**src/rtl/decode_ctrl_pipe_pkg.sv**
```systemverilog
// Shared definitions for the decode/control stage.
// Holds the opcode map, ALU operation codes, halt FSM state encoding and the
// control bundle carried from ID into ID/EX.
package decode_ctrl_pipe_pkg;

    localparam int unsigned INSTR_W  = 16;
    localparam int unsigned OPC_W    = 4;
    localparam int unsigned REG_W    = 4;
    localparam int unsigned ALU_OP_W = 4;
    localparam int unsigned SH_W     = 4;

    typedef enum logic [OPC_W-1:0] {
        OP_ADD  = 4'h0,
        OP_ADDZ = 4'h1,
        OP_SUB  = 4'h2,
        OP_AND  = 4'h3,
        OP_NOR  = 4'h4,
        OP_SLL  = 4'h5,
        OP_SRL  = 4'h6,
        OP_SRA  = 4'h7,
        OP_LW   = 4'h8,
        OP_SW   = 4'h9,
        OP_LHB  = 4'hA,
        OP_LLB  = 4'hB,
        OP_B    = 4'hC,
        OP_JAL  = 4'hD,
        OP_JR   = 4'hE,
        OP_HLT  = 4'hF
    } opcode_e;

    localparam logic [ALU_OP_W-1:0] ALU_ADD = 4'd0;
    localparam logic [ALU_OP_W-1:0] ALU_SUB = 4'd1;
    localparam logic [ALU_OP_W-1:0] ALU_AND = 4'd2;
    localparam logic [ALU_OP_W-1:0] ALU_NOR = 4'd3;
    localparam logic [ALU_OP_W-1:0] ALU_SLL = 4'd4;
    localparam logic [ALU_OP_W-1:0] ALU_SRL = 4'd5;
    localparam logic [ALU_OP_W-1:0] ALU_SRA = 4'd6;
    localparam logic [ALU_OP_W-1:0] ALU_LHB = 4'd7;
    localparam logic [ALU_OP_W-1:0] ALU_LLB = 4'd8;

    typedef enum logic [1:0] {
        ST_RUN   = 2'd0,
        ST_DRAIN = 2'd1,
        ST_HALT  = 2'd2
    } state_e;

    // Control bundle; an all-zero value is a bubble.
    typedef struct packed {
        logic [REG_W-1:0]    rdReg1;
        logic [REG_W-1:0]    rdReg2;
        logic [REG_W-1:0]    wrReg;
        logic                rdEn1;
        logic                rdEn2;
        logic                wrRaw;
        logic                isAddz;
        logic                memRd;
        logic                memWr;
        logic                mem2reg;
        logic                sawBr;
        logic                sawJ;
        logic                aluSrc;
        logic [ALU_OP_W-1:0] aluOp;
        logic [SH_W-1:0]     shAmt;
    } ctrl_t;

endpackage

```
**src/rtl/decode_ctrl_pipe_ctrl_decode.sv**
```systemverilog
// Pure combinational instruction-to-control-bundle map.
// Ports:
//   instr  in  16  raw instruction
//   ctrl   out     decoded control bundle (ctrl_t)
//   isHlt  out 1   instruction is HLT
module ctrl_decode
    import decode_ctrl_pipe_pkg::*;
#(
    parameter int unsigned LINK_REG = 15
) (
    input  logic [15:0] instr,
    output ctrl_t       ctrl,
    output logic        isHlt
);

    logic [REG_W-1:0] fA;
    logic [REG_W-1:0] fB;
    logic [REG_W-1:0] fC;

    assign fA = instr[11:8];
    assign fB = instr[7:4];
    assign fC = instr[3:0];

    always_comb begin
        ctrl  = '0;
        isHlt = 1'b0;
        case (opcode_e'(instr[15:12]))
            OP_ADD, OP_ADDZ, OP_SUB, OP_AND, OP_NOR: begin
                ctrl.rdReg1 = fB;
                ctrl.rdReg2 = fC;
                ctrl.rdEn1  = 1'b1;
                ctrl.rdEn2  = 1'b1;
                ctrl.wrReg  = fA;
                ctrl.wrRaw  = 1'b1;
                ctrl.isAddz = (opcode_e'(instr[15:12]) == OP_ADDZ);
                case (opcode_e'(instr[15:12]))
                    OP_SUB:  ctrl.aluOp = ALU_SUB;
                    OP_AND:  ctrl.aluOp = ALU_AND;
                    OP_NOR:  ctrl.aluOp = ALU_NOR;
                    default: ctrl.aluOp = ALU_ADD;
                endcase
            end
            OP_SLL, OP_SRL, OP_SRA: begin
                ctrl.rdReg1 = fB;
                ctrl.rdEn1  = 1'b1;
                ctrl.wrReg  = fA;
                ctrl.wrRaw  = 1'b1;
                ctrl.aluSrc = 1'b1;
                ctrl.shAmt  = fC;
                case (opcode_e'(instr[15:12]))
                    OP_SRL:  ctrl.aluOp = ALU_SRL;
                    OP_SRA:  ctrl.aluOp = ALU_SRA;
                    default: ctrl.aluOp = ALU_SLL;
                endcase
            end
            OP_LW: begin
                ctrl.rdReg1  = fB;
                ctrl.rdEn1   = 1'b1;
                ctrl.wrReg   = fA;
                ctrl.wrRaw   = 1'b1;
                ctrl.memRd   = 1'b1;
                ctrl.mem2reg = 1'b1;
                ctrl.aluSrc  = 1'b1;
                ctrl.aluOp   = ALU_ADD;
            end
            OP_SW: begin
                // Base in reg1, store data in reg2.
                ctrl.rdReg1 = fB;
                ctrl.rdReg2 = fA;
                ctrl.rdEn1  = 1'b1;
                ctrl.rdEn2  = 1'b1;
                ctrl.memWr  = 1'b1;
                ctrl.aluSrc = 1'b1;
                ctrl.aluOp  = ALU_ADD;
            end
            OP_LHB, OP_LLB: begin
                // Byte loads merge into the existing destination value.
                ctrl.rdReg1 = fA;
                ctrl.rdEn1  = 1'b1;
                ctrl.wrReg  = fA;
                ctrl.wrRaw  = 1'b1;
                ctrl.aluSrc = 1'b1;
                ctrl.aluOp  = (opcode_e'(instr[15:12]) == OP_LHB) ? ALU_LHB : ALU_LLB;
            end
            OP_B: begin
                ctrl.sawBr = 1'b1;
            end
            OP_JAL: begin
                ctrl.wrReg = REG_W'(LINK_REG);
                ctrl.wrRaw = 1'b1;
                ctrl.sawJ  = 1'b1;
            end
            OP_JR: begin
                ctrl.rdReg1 = fB;
                ctrl.rdEn1  = 1'b1;
                ctrl.sawJ   = 1'b1;
            end
            OP_HLT: begin
                isHlt = 1'b1;
            end
            default: ;
        endcase
    end

endmodule

```
**src/rtl/decode_ctrl_pipe.sv**
```systemverilog
// Registered decode/control stage: decodes IF/ID into the ID/EX control
// register, stalls fetch on load-use hazards, inserts bubbles on flush, and
// drains the pipe before asserting halted.
// Ports:
//   clk, rst              clock, async active-high reset
//   id_instr, id_vld      instruction in IF/ID and its valid
//   ex_flush              kill ID (branch/jump resolved in EX)
//   ex_z                  Z flag seen by the instruction in EX
//   id_stall              hold PC and IF/ID (combinational)
//   ex_*                  ID/EX control fields; ex_wr_en qualified in EX
//   halted                sticky halt indication
module decode_ctrl_pipe
    import decode_ctrl_pipe_pkg::*;
#(
    parameter int unsigned DRAIN_CYCLES   = 3,
    parameter int unsigned LINK_REG       = 15,
    parameter int unsigned R0_WR_SUPPRESS = 1
) (
    input  logic        clk,
    input  logic        rst,
    input  logic [15:0] id_instr,
    input  logic        id_vld,
    input  logic        ex_flush,
    input  logic        ex_z,
    output logic        id_stall,
    output logic        ex_vld,
    output logic [3:0]  ex_rd_reg1,
    output logic [3:0]  ex_rd_reg2,
    output logic [3:0]  ex_wr_reg,
    output logic        ex_rd_en1,
    output logic        ex_rd_en2,
    output logic        ex_wr_en,
    output logic        ex_mem_rd,
    output logic        ex_mem_wr,
    output logic        ex_mem2reg,
    output logic        ex_saw_br,
    output logic        ex_saw_j,
    output logic        ex_alu_src,
    output logic [3:0]  ex_alu_op,
    output logic [3:0]  ex_sh_amt,
    output logic        halted
);

    // DRAIN_CYCLES must be at least 1.
    localparam int unsigned     CNT_W    = (DRAIN_CYCLES > 1) ? $clog2(DRAIN_CYCLES) : 1;
    localparam logic [CNT_W-1:0] CNT_LOAD = CNT_W'(DRAIN_CYCLES - 1);
    localparam logic            R0_SUP   = (R0_WR_SUPPRESS != 0);

    ctrl_t            idCtrl;
    ctrl_t            exCtrl;
    ctrl_t            nxtCtrl;
    logic             idIsHlt;
    logic             exVldQ;
    logic             issue;
    logic             hazard;
    state_e           state;
    state_e           nxtState;
    logic [CNT_W-1:0] cnt;
    logic [CNT_W-1:0] nxtCnt;

    ctrl_decode #(
        .LINK_REG(LINK_REG)
    ) uDecode (
        .instr(id_instr),
        .ctrl (idCtrl),
        .isHlt(idIsHlt)
    );

    // Load-use: LW to a non-zero register sitting in EX feeds an ID source.
    always_comb begin
        hazard = exVldQ & exCtrl.memRd & (exCtrl.wrReg != '0) & id_vld &
                 ((idCtrl.rdEn1 & (idCtrl.rdReg1 == exCtrl.wrReg)) |
                  (idCtrl.rdEn2 & (idCtrl.rdReg2 == exCtrl.wrReg)));
    end

    // Halt FSM state and drain counter.
    always_ff @(posedge clk or posedge rst) begin
        if (rst) begin
            state <= ST_RUN;
            cnt   <= '0;
        end else begin
            state <= nxtState;
            cnt   <= nxtCnt;
        end
    end

    // Next-state: a committed HLT starts the drain; flush no longer matters once draining.
    always_comb begin
        nxtState = state;
        nxtCnt   = cnt;
        case (state)
            ST_RUN: begin
                if (id_vld && idIsHlt && !ex_flush) begin
                    nxtState = ST_DRAIN;
                    nxtCnt   = CNT_LOAD;
                end
            end
            ST_DRAIN: begin
                if (cnt == '0) begin
                    nxtState = ST_HALT;
                end else begin
                    nxtCnt = cnt - CNT_W'(1);
                end
            end
            ST_HALT:  nxtState = ST_HALT;
            default:  nxtState = ST_RUN;
        endcase
    end

    // Outputs: flush beats stall; HLT itself issues as a bubble.
    always_comb begin
        id_stall = 1'b0;
        issue    = 1'b0;
        case (state)
            ST_RUN: begin
                id_stall = hazard & ~ex_flush;
                issue    = id_vld & ~ex_flush & ~hazard & ~idIsHlt;
            end
            default: begin
                id_stall = 1'b1;
            end
        endcase
        nxtCtrl = issue ? idCtrl : '0;
    end

    // ID/EX pipeline register.
    always_ff @(posedge clk or posedge rst) begin
        if (rst) begin
            exCtrl <= '0;
            exVldQ <= 1'b0;
        end else begin
            exCtrl <= nxtCtrl;
            exVldQ <= issue;
        end
    end

    assign ex_vld     = exVldQ;
    assign ex_rd_reg1 = exCtrl.rdReg1;
    assign ex_rd_reg2 = exCtrl.rdReg2;
    assign ex_wr_reg  = exCtrl.wrReg;
    assign ex_rd_en1  = exCtrl.rdEn1;
    assign ex_rd_en2  = exCtrl.rdEn2;
    assign ex_mem_rd  = exCtrl.memRd;
    assign ex_mem_wr  = exCtrl.memWr;
    assign ex_mem2reg = exCtrl.mem2reg;
    assign ex_saw_br  = exCtrl.sawBr;
    assign ex_saw_j   = exCtrl.sawJ;
    assign ex_alu_src = exCtrl.aluSrc;
    assign ex_alu_op  = exCtrl.aluOp;
    assign ex_sh_amt  = exCtrl.shAmt;
    assign halted     = (state == ST_HALT);

    // ADDZ commits only if Z is set when it reaches EX.
    assign ex_wr_en = exCtrl.wrRaw & (~exCtrl.isAddz | ex_z) &
                      ~(R0_SUP & (exCtrl.wrReg == '0)) & exVldQ;

endmodule

```
**config.mk**
```make
export PLATFORM = sky130hd
export DESIGN_NAME = decode_ctrl_pipe
export DESIGN_NICKNAME = d
export VERILOG_FILES = /design/src/rtl/decode_ctrl_pipe_pkg.sv /design/src/rtl/decode_ctrl_pipe_ctrl_decode.sv /design/src/rtl/decode_ctrl_pipe.sv
export SDC_FILE = /design/constraint.sdc
export NUM_CORES = 1
export LEC_CHECK = 0
export ABC_CLOCK_PERIOD_IN_PS = 5800
export CAP_MARGIN = 20
export CORE_UTILIZATION = 40
export CTS_BUF_LIST = sky130_fd_sc_hd__clkbuf_16
export DETAILED_ROUTE_END_ITERATION = 6
export GPL_ROUTABILITY_DRIVEN = 0
export PLACE_DENSITY = 0.77
export SLEW_MARGIN = 10
export SYNTH_ARGS = -nofsm -noshare
export SYNTH_HDL_FRONTEND = slang
export SYNTH_SLANG_ARGS = --single-unit
```
**constraint.sdc**
```tcl
create_clock -name clk -period 5.8 [get_ports clk]
set_clock_uncertainty 0.1 [all_clocks]
set_input_delay 0.87 -clock clk [delete_from_list [all_inputs] [get_ports clk]]
set_output_delay 0.87 -clock clk [all_outputs]
set_load 0.005 [all_outputs]
```
==> impl_metrics.yaml <==
status:
  status: "finished, final reports clean"
worst_setup_path:
  crit_family: "buffers and inverters"
  path_cells: "clkdlybuf4s50_1 -> o21ai_1 -> a221oi_2 -> xor2_1 -> nand4_1 -> a21oi_1 -> nand2b_1 -> clkdlybuf4s50_1"
  endpoint_kind: "output pin"
  cp-start-kind: "primary input"
  slowest_stage: "clkdlybuf4s50_1"
  worst-path-buf-inv: 2
  slowest_delay_ns: 1.02
  reg2reg_slack_ns: 3.46
  crit_type: "primary input to output pin"
  worstPathArrival_ns: 3.81
  crit_fanout: 29
  crit_top_cell: "clkdlybuf4s50_1"
  crit_required_ns: 4.83
finish:
  area_growth_pct: 24.3
  drive_above_1_share_pct: 10.1
  antennaDiodeCount: 0
  fill_cells: 504
  seq_area_um2: 851
  multi_input_area_um2: 1010
  fin_nets: 272
synthesis:
  synth-warning-count: 0
  syn_avg_cell_area_um2: 9.80
  synth_cells: 219
  synth_top_area_share_pct: 39.7
  yosysSeqAreaShare_pct: 39.7
  synth_edf_count: 0
  postSynth.asyncResetShare_pct: 100
  yosys_register_bits: 34
  synth.area.top_cells: "dfrtp_1 40%, buf_4 8.4%, and4b_1 3.3%"
  yosys-top-cells-count: "34 x dfrtp_1, 24 x buf_4, 12 x nand2_1, 12 x nor2_1, 12 x nor3_1"
  synthesis.area_um2: 2150
  synth_top_area_cell: "dfrtp_1"
  synth_cell_type_count: 47
  synth_nets: 245
  ys.flop_type: "dfrtp_1"
  yosysMostFrequentCell: "dfrtp_1"
pwr:
  intPower_w: 0.000522
  clkPwrFrac_pct: 34.1
  powerDensity_nw_per_um2: 277
  power.share.sequential_pct: 37.1
  swShare_pct: 29.3
  irDropWorstVdd_v: 0.000134
  cellLeakagePower_nw: 1.10
  netSwitchingPower_w: 0.000217
  comb_power_share_pct: 28.8
cts:
  clock_sinks: 34
  htree_levels: 2
  cts_tree: "built"
  cts_made_buffers: 5
  path_clk_slew_ns: 0.05
  post_cts_buffers: 0
  cts_hold_buf: 0
  cts_resized: 0
  ctsLongestPathBuffers: 2
  clk_latency_ns: 0.28
  cts_root_buf: "clkbuf_16"
sta:
  final-setup-viol-count: 0
  slew_headroom_pct: 43.4
  period_needed_ns: 4.78
  hold_ws_ns: 0.447
  fmax_mhz: 209
  tightest_slew_ns: 0.846
  maxSlewViolCount: 0
  finalSetupTns_ns: 0
  hold_violations: 0
  finalCritPeriodShare_pct: 82.5
  grt_setup_unrepaired: "false"
drt:
  viasPerCell: 5.27
  drt_iter0_markers: 105
  drc: 0
  wl_per_cell_um: 14.8
  routed_wl_mm: 4.71
  vias: 1672
  firstDrtPassIters: 4
  drtAntennaViolNets: 0
die:
  row_count: 26
  boundaryPins: 53
  start_util_pct: 41.7
  dieArea_um2: 5660
  core_area_um2: 5140
  die_w_um: 75.2
  die_h_um: 75.2
global_route:
  antenna_found_initial: 0
  grt-ovfl-total: 0
  grt_usage_pct: 18.6
  grt_max_degree: 35
  grt_pass1_wl_mm: 7.71
  grt_pass1_vias: 1584
worst_hold_path:
  min_path_type: "flop to flop"
flow_run:
  maxCapViolCount: 0
placement:
  portBuffers: 52
  hpwl_mm: 3.37
layout by cell type, fill, tap and decap left out, types with 2 or more instances in the layout:
cell	synthesis	routed
and4b_1	7	7
inv_1	10	10
nor3_1	12	12
or3b_1	2	2
nor3_2	5	5
mux2_2	3	3
clkdlybuf4s50_1	0	52
buf_4	24	3
ha_1	5	5
clkbuf_16	0	5
xnor2_1	4	4
xor2_1	3	3
nand3_1	4	4
a221oi_2	2	2
nor2b_1	2	2
nor4b_1	2	2
or4b_1	3	3
a211oi_2	2	2
nor2_1	12	12
o211ai_1	3	3
nand4_1	2	2
and2_1	3	3
dfrtp_1	34	34
nand2b_1	7	7
a211oi_1	4	4
a21oi_1	10	9
o21ai_0	7	7
nand4b_1	3	3
nor4_1	5	5
nand2_1	12	12
power groups by stage:
stage / Sequential (W) / Combinational [W] / Clock, W
floorplan: 0.000275 / 0.000143 / 0
global placement: 0.000278 / 0.000204 / 0
detailed placement: 0.000279 / 0.000214 / 0
CTS: 0.000275 / 0.000215 / 0.000259
global route: 0.000278 / 0.000237 / 0.000269
finish: 0.000275 / 0.000213 / 0.000252
cells by family after synthesis:
family          share of synthesized area [%]
simple gates                             25.2
mux                                      2.04
xor+xnor                                 2.86
fa+ha+maj                                2.92
buf+inv                                  13.6
flops                                    39.7
compound gates                           13.7
per-stage QoR:
step	setup WS (ns)	power (W)	instances	instance area, µm²	utilization, %
6_report	1.02	0.000739	317	2670	51.9
2_1_floorplan	2.68	0.000418	219	2150	-
3_5_place_dp	1.03	0.000493	309	2520	49.1
5_1_grt	0.769	0.000784	317	2670	51.9
4_1_cts	1.02	0.000748	317	2670	51.9
3_3_place_gp	1.11	0.000482	309	2520	49.1
cell type report:
| class | count | area share (%) |
|---|---|---|
| Clock inverter | 3 | 0.610 |
| Clock buffer | 5 | 4.69 |
| Tap cell | 70 | 3.28 |
| Multi-Input combinational cell | 140 | 37.7 |
| Timing Repair Buffer | 55 | 20.4 |
| Inverter | 10 | 1.41 |
| Sequential cell | 34 | 31.9 |
path summary, 6_finish.rpt:
| kind | from | cells after the start | end |
|---|---|---|---|
| min reg2reg | state[1]$_DFFE_PP0P_ | 1 | state[1]$_DFFE_PP0P_ |
| max reg2reg | ex_wr_reg[0]$_DFF_PP0_ | 7 | exCtrl[15]$_DFF_PP0_ |
| max in group asynchronous | rst | 3 | ex_wr_reg[1]$_DFF_PP0_ |
| min in group asynchronous | rst | 3 | ex_rd_en2$_DFF_PP0_ |
| min | state[1]$_DFFE_PP0P_ | 1 | state[1]$_DFFE_PP0P_ |
| max | id_instr[13] | 8 | id_stall |
layer usage:
| metal | GRT usage, % | wire length, µm | vias to the layer above |
|---|---|---|---|
| met5 | 0 | 0 | - |
| met4 | 7.41 | 68 | 0 |
| met3 | 3.35 | 280 | 4 |
| met2 | 28.9 | 2120 | 56 |
| met1 | 25.8 | 2240 | 793 |
| li1 | - | - | 819 |
worst reg2reg max path: cells and delay by family (launching register included):
| family | cells | cell delay, ns |
|---|---|---|
| AO/OA/AOI/OAI | 4 | 0.92 |
| buffers and inverters | 1 | 0.36 |
| flip-flops | 1 | 0.48 |
| AND/OR/NAND/NOR | 2 | 0.32 |
(Power assumes the default switching activity.)
==> variant 1 (same settings) <==
Encoding of `state_e`: now one-hot (3 bits for 3 states).
--- a/src/rtl/decode_ctrl_pipe_pkg.sv
+++ b/src/rtl/decode_ctrl_pipe_pkg.sv
@@ -39,8 +39,8 @@
     localparam logic [ALU_OP_W-1:0] ALU_LLB = 4'd8;
 
-    typedef enum logic [1:0] {
-        ST_RUN   = 2'd0,
-        ST_DRAIN = 2'd1,
-        ST_HALT  = 2'd2
+    typedef enum logic [2:0] {
+        ST_RUN   = 3'b001,
+        ST_DRAIN = 3'b010,
+        ST_HALT  = 3'b100
     } state_e;
 
Function: same outputs for any inputs over 10 cycles, from zero or initial values and one cycle with rst high; not proved beyond that.
==> variant 1 against the unedited design <==
Sequential cell count rose by 1. Non-clock buffer count fell by 2. Register-to-register slack got worse by 340 ps. Final cell count fell by 1.3%. Final area fell by 2.5%. Routed wire length fell by 1.5%. Synthesized area fell by 2.3%. Via count rose by 0.12%. Synthesized cell count rose by 0.46%. First-iteration DRC count fell by 13%. Highest routed layer unchanged. Die area fell by 2.3%. Count of clock-buffer cells in the layout did not move. Worst setup slack got worse by 210 ps.
Power is not compared: it rests on default switching activity, and its combinational part moved more than twofold at a synthesized area within 25%.
==> variant 1: results (changes against the unedited design) <==
[run_status]
run_status=completed  ; unchanged

[drt]
drt_iter0_drc=91  ; was 105
dr_total_vias=1674  ; was 1672
routed_wl_mm=4.64  ; was 4.71 mm

[timing]
tightest_slew_ps=1020  ; was 846 ps

[critical_path]
r2r_start=ex_wr_reg[2]  ; was ex_wr_reg[0]
path_max_fanout=28  ; was 29
r2r_cells=6  ; was 7
crit_start=id_instr[15]  ; was id_instr[13]
rrSetupSlack_ps=3120  ; was 3460 ps
r2r-end=ex_alu_op[2]  ; was exCtrl[15]
cp.arrival_ps=4030  ; was 3810 ps

[synth]
ys_types=44  ; was 47
yosys-top-cells-count=34 x dfrtp_1, 24 x buf_4, 20 x nor2_1  ; was 34 x dfrtp_1, 24 x buf_4, 12 x nand2_1, 12 x nor2_1, 12 x nor3_1
ys_seq_area_share_pct=41.9  ; was 39.7%
synth_area_leaders=dfrtp_1 41%, buf_4 8.6%, nor2_1 3.6%, and4b_1 3.3%, nor3_1 2.9%  ; was dfrtp_1 40%, buf_4 8.4%, and4b_1 3.3%, ha_1 2.9%, nor3_1 2.8%
synth_area_per_cell_um2=9.53  ; was 9.80 µm²
syn-num-nets=242  ; was 245

[grt]
track_usage_pct=18.3  ; was 18.6%
grt_pass1_wl_mm=7.52  ; was 7.71 mm
grt_max_degree=36  ; was 35
grt_pass1_vias=1490  ; was 1584

[cells_and_area]
drive_gt1_share_pct=5.28  ; was 10.1%
layout.cells.non_filler=313  ; was 317
final_nets=267  ; was 272
n_fill_cell=470  ; was 504

[placed_design]
place_hpwl_mm=3.40  ; was 3.37 mm
placedCellCount=305  ; was 309

## variant 1: cell count changes after synthesis, moves of 3 or more
cell	change
mux2_2	-3
ha_1	-4
nor2_1	+8
inv_1	-3
nor3_2	-5
buf_2	+4
## variant 1: per-layer routing
layer / share of wire (%) / wire length, µm / GRT usage, %
met4: 1.4 / 65 / 6.29
met2: 47 / 2190 / 27.9
met1: 45 / 2080 / 26.2
met5: 0 / 0 / 0
met3: 6.7 / 309 / 2.98
## variant 1: critical path, stage by stage
cell             delay, ps
clkdlybuf4s50_1        840
or4b_1                 650
o211ai_1               150
xor2_1                 120
nor4_1                 530
o21ai_0                170
o21ai_0                160
clkdlybuf4s50_1        520
## variant 1: stage by stage
step / cell area, µm² / hold slack (ps) / setup WS [ps] / util [%]
after global placement: 2460 / 420 / 940 / 50.5
after global routing: 2600 / 494 / 570 / 53.3
after CTS: 2600 / 453 / 803 / 53.3
final: 2600 / 456 / 804 / 53.3
after floorplan: 2100 / 404 / 2530 / -
after detailed placement: 2460 / 443 / 881 / 50.5
## variant 1: worst min-delay path by stage
stage / endpoint / startpoint / slack [ps] / depth (start not counted)
global placement: state[2] / state[0] / 420 / 1
floorplan: state[2] / state[0] / 400 / 1
detailed placement: state[0] / state[0] / 440 / 2
CTS: state[0] / state[0] / 450 / 2
global route: cnt[0] / cnt[0] / 490 / 3
finish: state[0] / state[0] / 460 / 2
## variant 1: final cells by class
cell class / instances / area share, %
Multi-Input combinational cell: 143 / 36.4
Sequential cell: 35 / 33.8
Timing Repair Buffer: 53 / 20.3
Clock buffer: 5 / 4.81
Tap cell: 67 / 3.23
Inverter: 7 / 1.01
Clock inverter: 3 / 0.433
## variant 1: power groups by stage
stage | Clock, W | Sequential [W] | Combinational (W)
after floorplan | 0 | 0.000258 | 0.0000565
after global placement | 0 | 0.000259 | 0.0000872
after detailed placement | 0 | 0.000259 | 0.0000888
after CTS | 0.000246 | 0.000255 | 0.0000896
after global routing | 0.000257 | 0.000255 | 0.0000985
final | 0.000243 | 0.000255 | 0.0000897
## variant 1: cells by family (layout without fill, tap and decap cells)
| kind of cell | after synthesis | after routing | share of synthesized area, % |
|---|---|---|---|
| adders and majority gates | 1 | 1 | 0.597 |
| AOI/OAI and AO/OA | 40 | 40 | 14.7 |
| buffers and inverters | 42 | 68 | 13.0 |
| xor gates and xnor gates | 8 | 8 | 3.34 |
| DFF | 35 | 35 | 41.9 |
| and+or+nand+nor | 92 | 92 | 25.6 |
| muxes | 2 | 2 | 0.955 |
==> variant 2 (config.mk and constraints unchanged) <==
Made on the original files. Set the parameter `DRAIN_CYCLES` to 2 (it was 3).
--- a/src/rtl/decode_ctrl_pipe.sv
+++ b/src/rtl/decode_ctrl_pipe.sv
@@ -13,5 +13,5 @@
     import decode_ctrl_pipe_pkg::*;
 #(
-    parameter int unsigned DRAIN_CYCLES   = 3,
+    parameter int unsigned DRAIN_CYCLES   = 2,
     parameter int unsigned LINK_REG       = 15,
     parameter int unsigned R0_WR_SUPPRESS = 1
Check against the original RTL: not equivalent (a bounded check fails within 4 cycles, from zero or initial values and one cycle with rst high).
==> variant 2 against the unedited design <==
Sequential cell count shrank 1. Count of clock-buffer cells in the layout is the same. Synthesized area shrank 4.4%. Final area shrank 3.9%. Critical path depth is the same. Total power shrank 8.6%. Routed wire length shrank 8.6%. Core utilization grew 1.3 points. Via count shrank 1.8%. Worst setup slack lost 27 ps. Clock power shrank 7.9%. Critical path type unchanged. Largest cell class unchanged. Largest power group unchanged. Highest routed layer unchanged.
==> variant 2: results (changes against the unedited design) <==
[pwr]
p_int_w=0.000496  ; was 0.000522 W
p_leak_nw=1.08  ; was 1.10 nW
vdd_drop_max_mv=0.115  ; was 0.134 mV
pwr-share-comb_pct=26.2  ; was 28.8%
seqPwrFrac_pct=39.4  ; was 37.1%

[grt]
track_usage_pct=17.2  ; was 18.6%
use_met1_pct=22.9  ; was 25.8%
grtUsageMet3_pct=4.39  ; was 3.35%
use_met2_pct=26.8  ; was 28.9%
grt_pass1_vias=1500  ; was 1584
grt_max_degree=34  ; was 35
grt_pass1_wl_mm=7.05  ; was 7.71 mm

[synth]
synth_warnings=0  ; unchanged
yosys-top-cells-count=33 x dfrtp_1, 21 x buf_4, 21 x nor2_1  ; was 34 x dfrtp_1, 24 x buf_4, 12 x nand2_1, 12 x nor2_1, 12 x nor3_1
ys_seq_area_share_pct=40.2  ; was 39.7%
synth_area_leaders=dfrtp_1 40%, buf_4 7.7%, nor2_1 3.8%, nand2_1 2.6%, ha_1 2.4%  ; was dfrtp_1 40%, buf_4 8.4%, and4b_1 3.3%, ha_1 2.9%, nor3_1 2.8%
async_flop_share_pct=100  ; unchanged
syn-num-nets=242  ; was 245

[cells_and_area]
design.seq.count=33  ; was 34
multiInputGateArea_um2=951  ; was 1010 µm²
multi_input_gates=142  ; was 140
n_fill_cell=451  ; was 504
inverters=7  ; was 10
drive_gt1_share_pct=8.61  ; was 10.1%
synthToLayoutAreaGrowth_pct=24.9  ; was 24.3%
final_nets=269  ; was 272
clk_share_pct=5.18  ; was 5.30%
buf_share_pct=21.2  ; was 20.4%
seq_share_pct=32.2  ; was 31.9%

[critical_path]
r2r-end=ex_wr_reg[2]  ; was exCtrl[15]
cp.arrival_ps=3840  ; was 3810 ps
rrSetupSlack_ps=3800  ; was 3460 ps
crit_start=id_instr[15]  ; was id_instr[13]
path_max_fanout=29  ; unchanged
r2r_start=state[0]  ; was ex_wr_reg[0]

[die]
coreArea_um2=4820  ; was 5140 µm²

[drt]
routed_wl_mm=4.30  ; was 4.71 mm
highest_layer=met4  ; unchanged
wl_met3_um=221  ; was 280 µm
vias_per_cell=5.28  ; was 5.27
drt_iter0_drc=65  ; was 105
drt-met1-wl_mm=1.93  ; was 2.24 mm
drtPass1Iterations=4  ; unchanged
wl_met2_mm=2.06  ; was 2.12 mm

[run_status]
run_status=completed  ; unchanged

[placed_design]
placed_area_um2=2430  ; was 2520 µm²
place_hpwl_mm=3.19  ; was 3.37 mm

[worst_hold_path]
min_from=state[0]  ; was state[1]
min_to=state[0]  ; was state[1]

[timing]
tightest_slew_ps=844  ; was 846 ps

## variant 2: logic make-up (layout without fill, tap and decap cells)
group | count (synthesis) | after routing | share of synthesized area [%]
flip-flops | 33 | 33 | 40.2
multiplexers | 5 | 5 | 2.68
buffers and inverters | 42 | 69 | 13.4
AO/OA/AOI/OAI | 33 | 33 | 12.4
XOR/XNOR | 6 | 6 | 2.56
AND/OR/NAND/NOR | 94 | 94 | 26.3
adder cells (fa/ha/maj) | 4 | 4 | 2.44
## variant 2: critical path: cells and delay by family
family                 cells  cell delay [ps]
buffers and inverters      2             1510
AND/OR/NAND/NOR            2              220
XOR/XNOR                   1              190
AO/OA/AOI/OAI              3             1040
## variant 2: through the flow
stage	hold WS, ps	util [%]	worst slack [ps]	cells	power (W)
finish	441	53.2	990	311	0.000675
global route	481	53.2	743	311	0.000717
CTS	446	53.2	1020	311	0.000683
detailed placement	436	50.4	1030	304	0.000447
global placement	421	50.4	1110	304	0.000441
floorplan	406	-	2660	217	0.000382
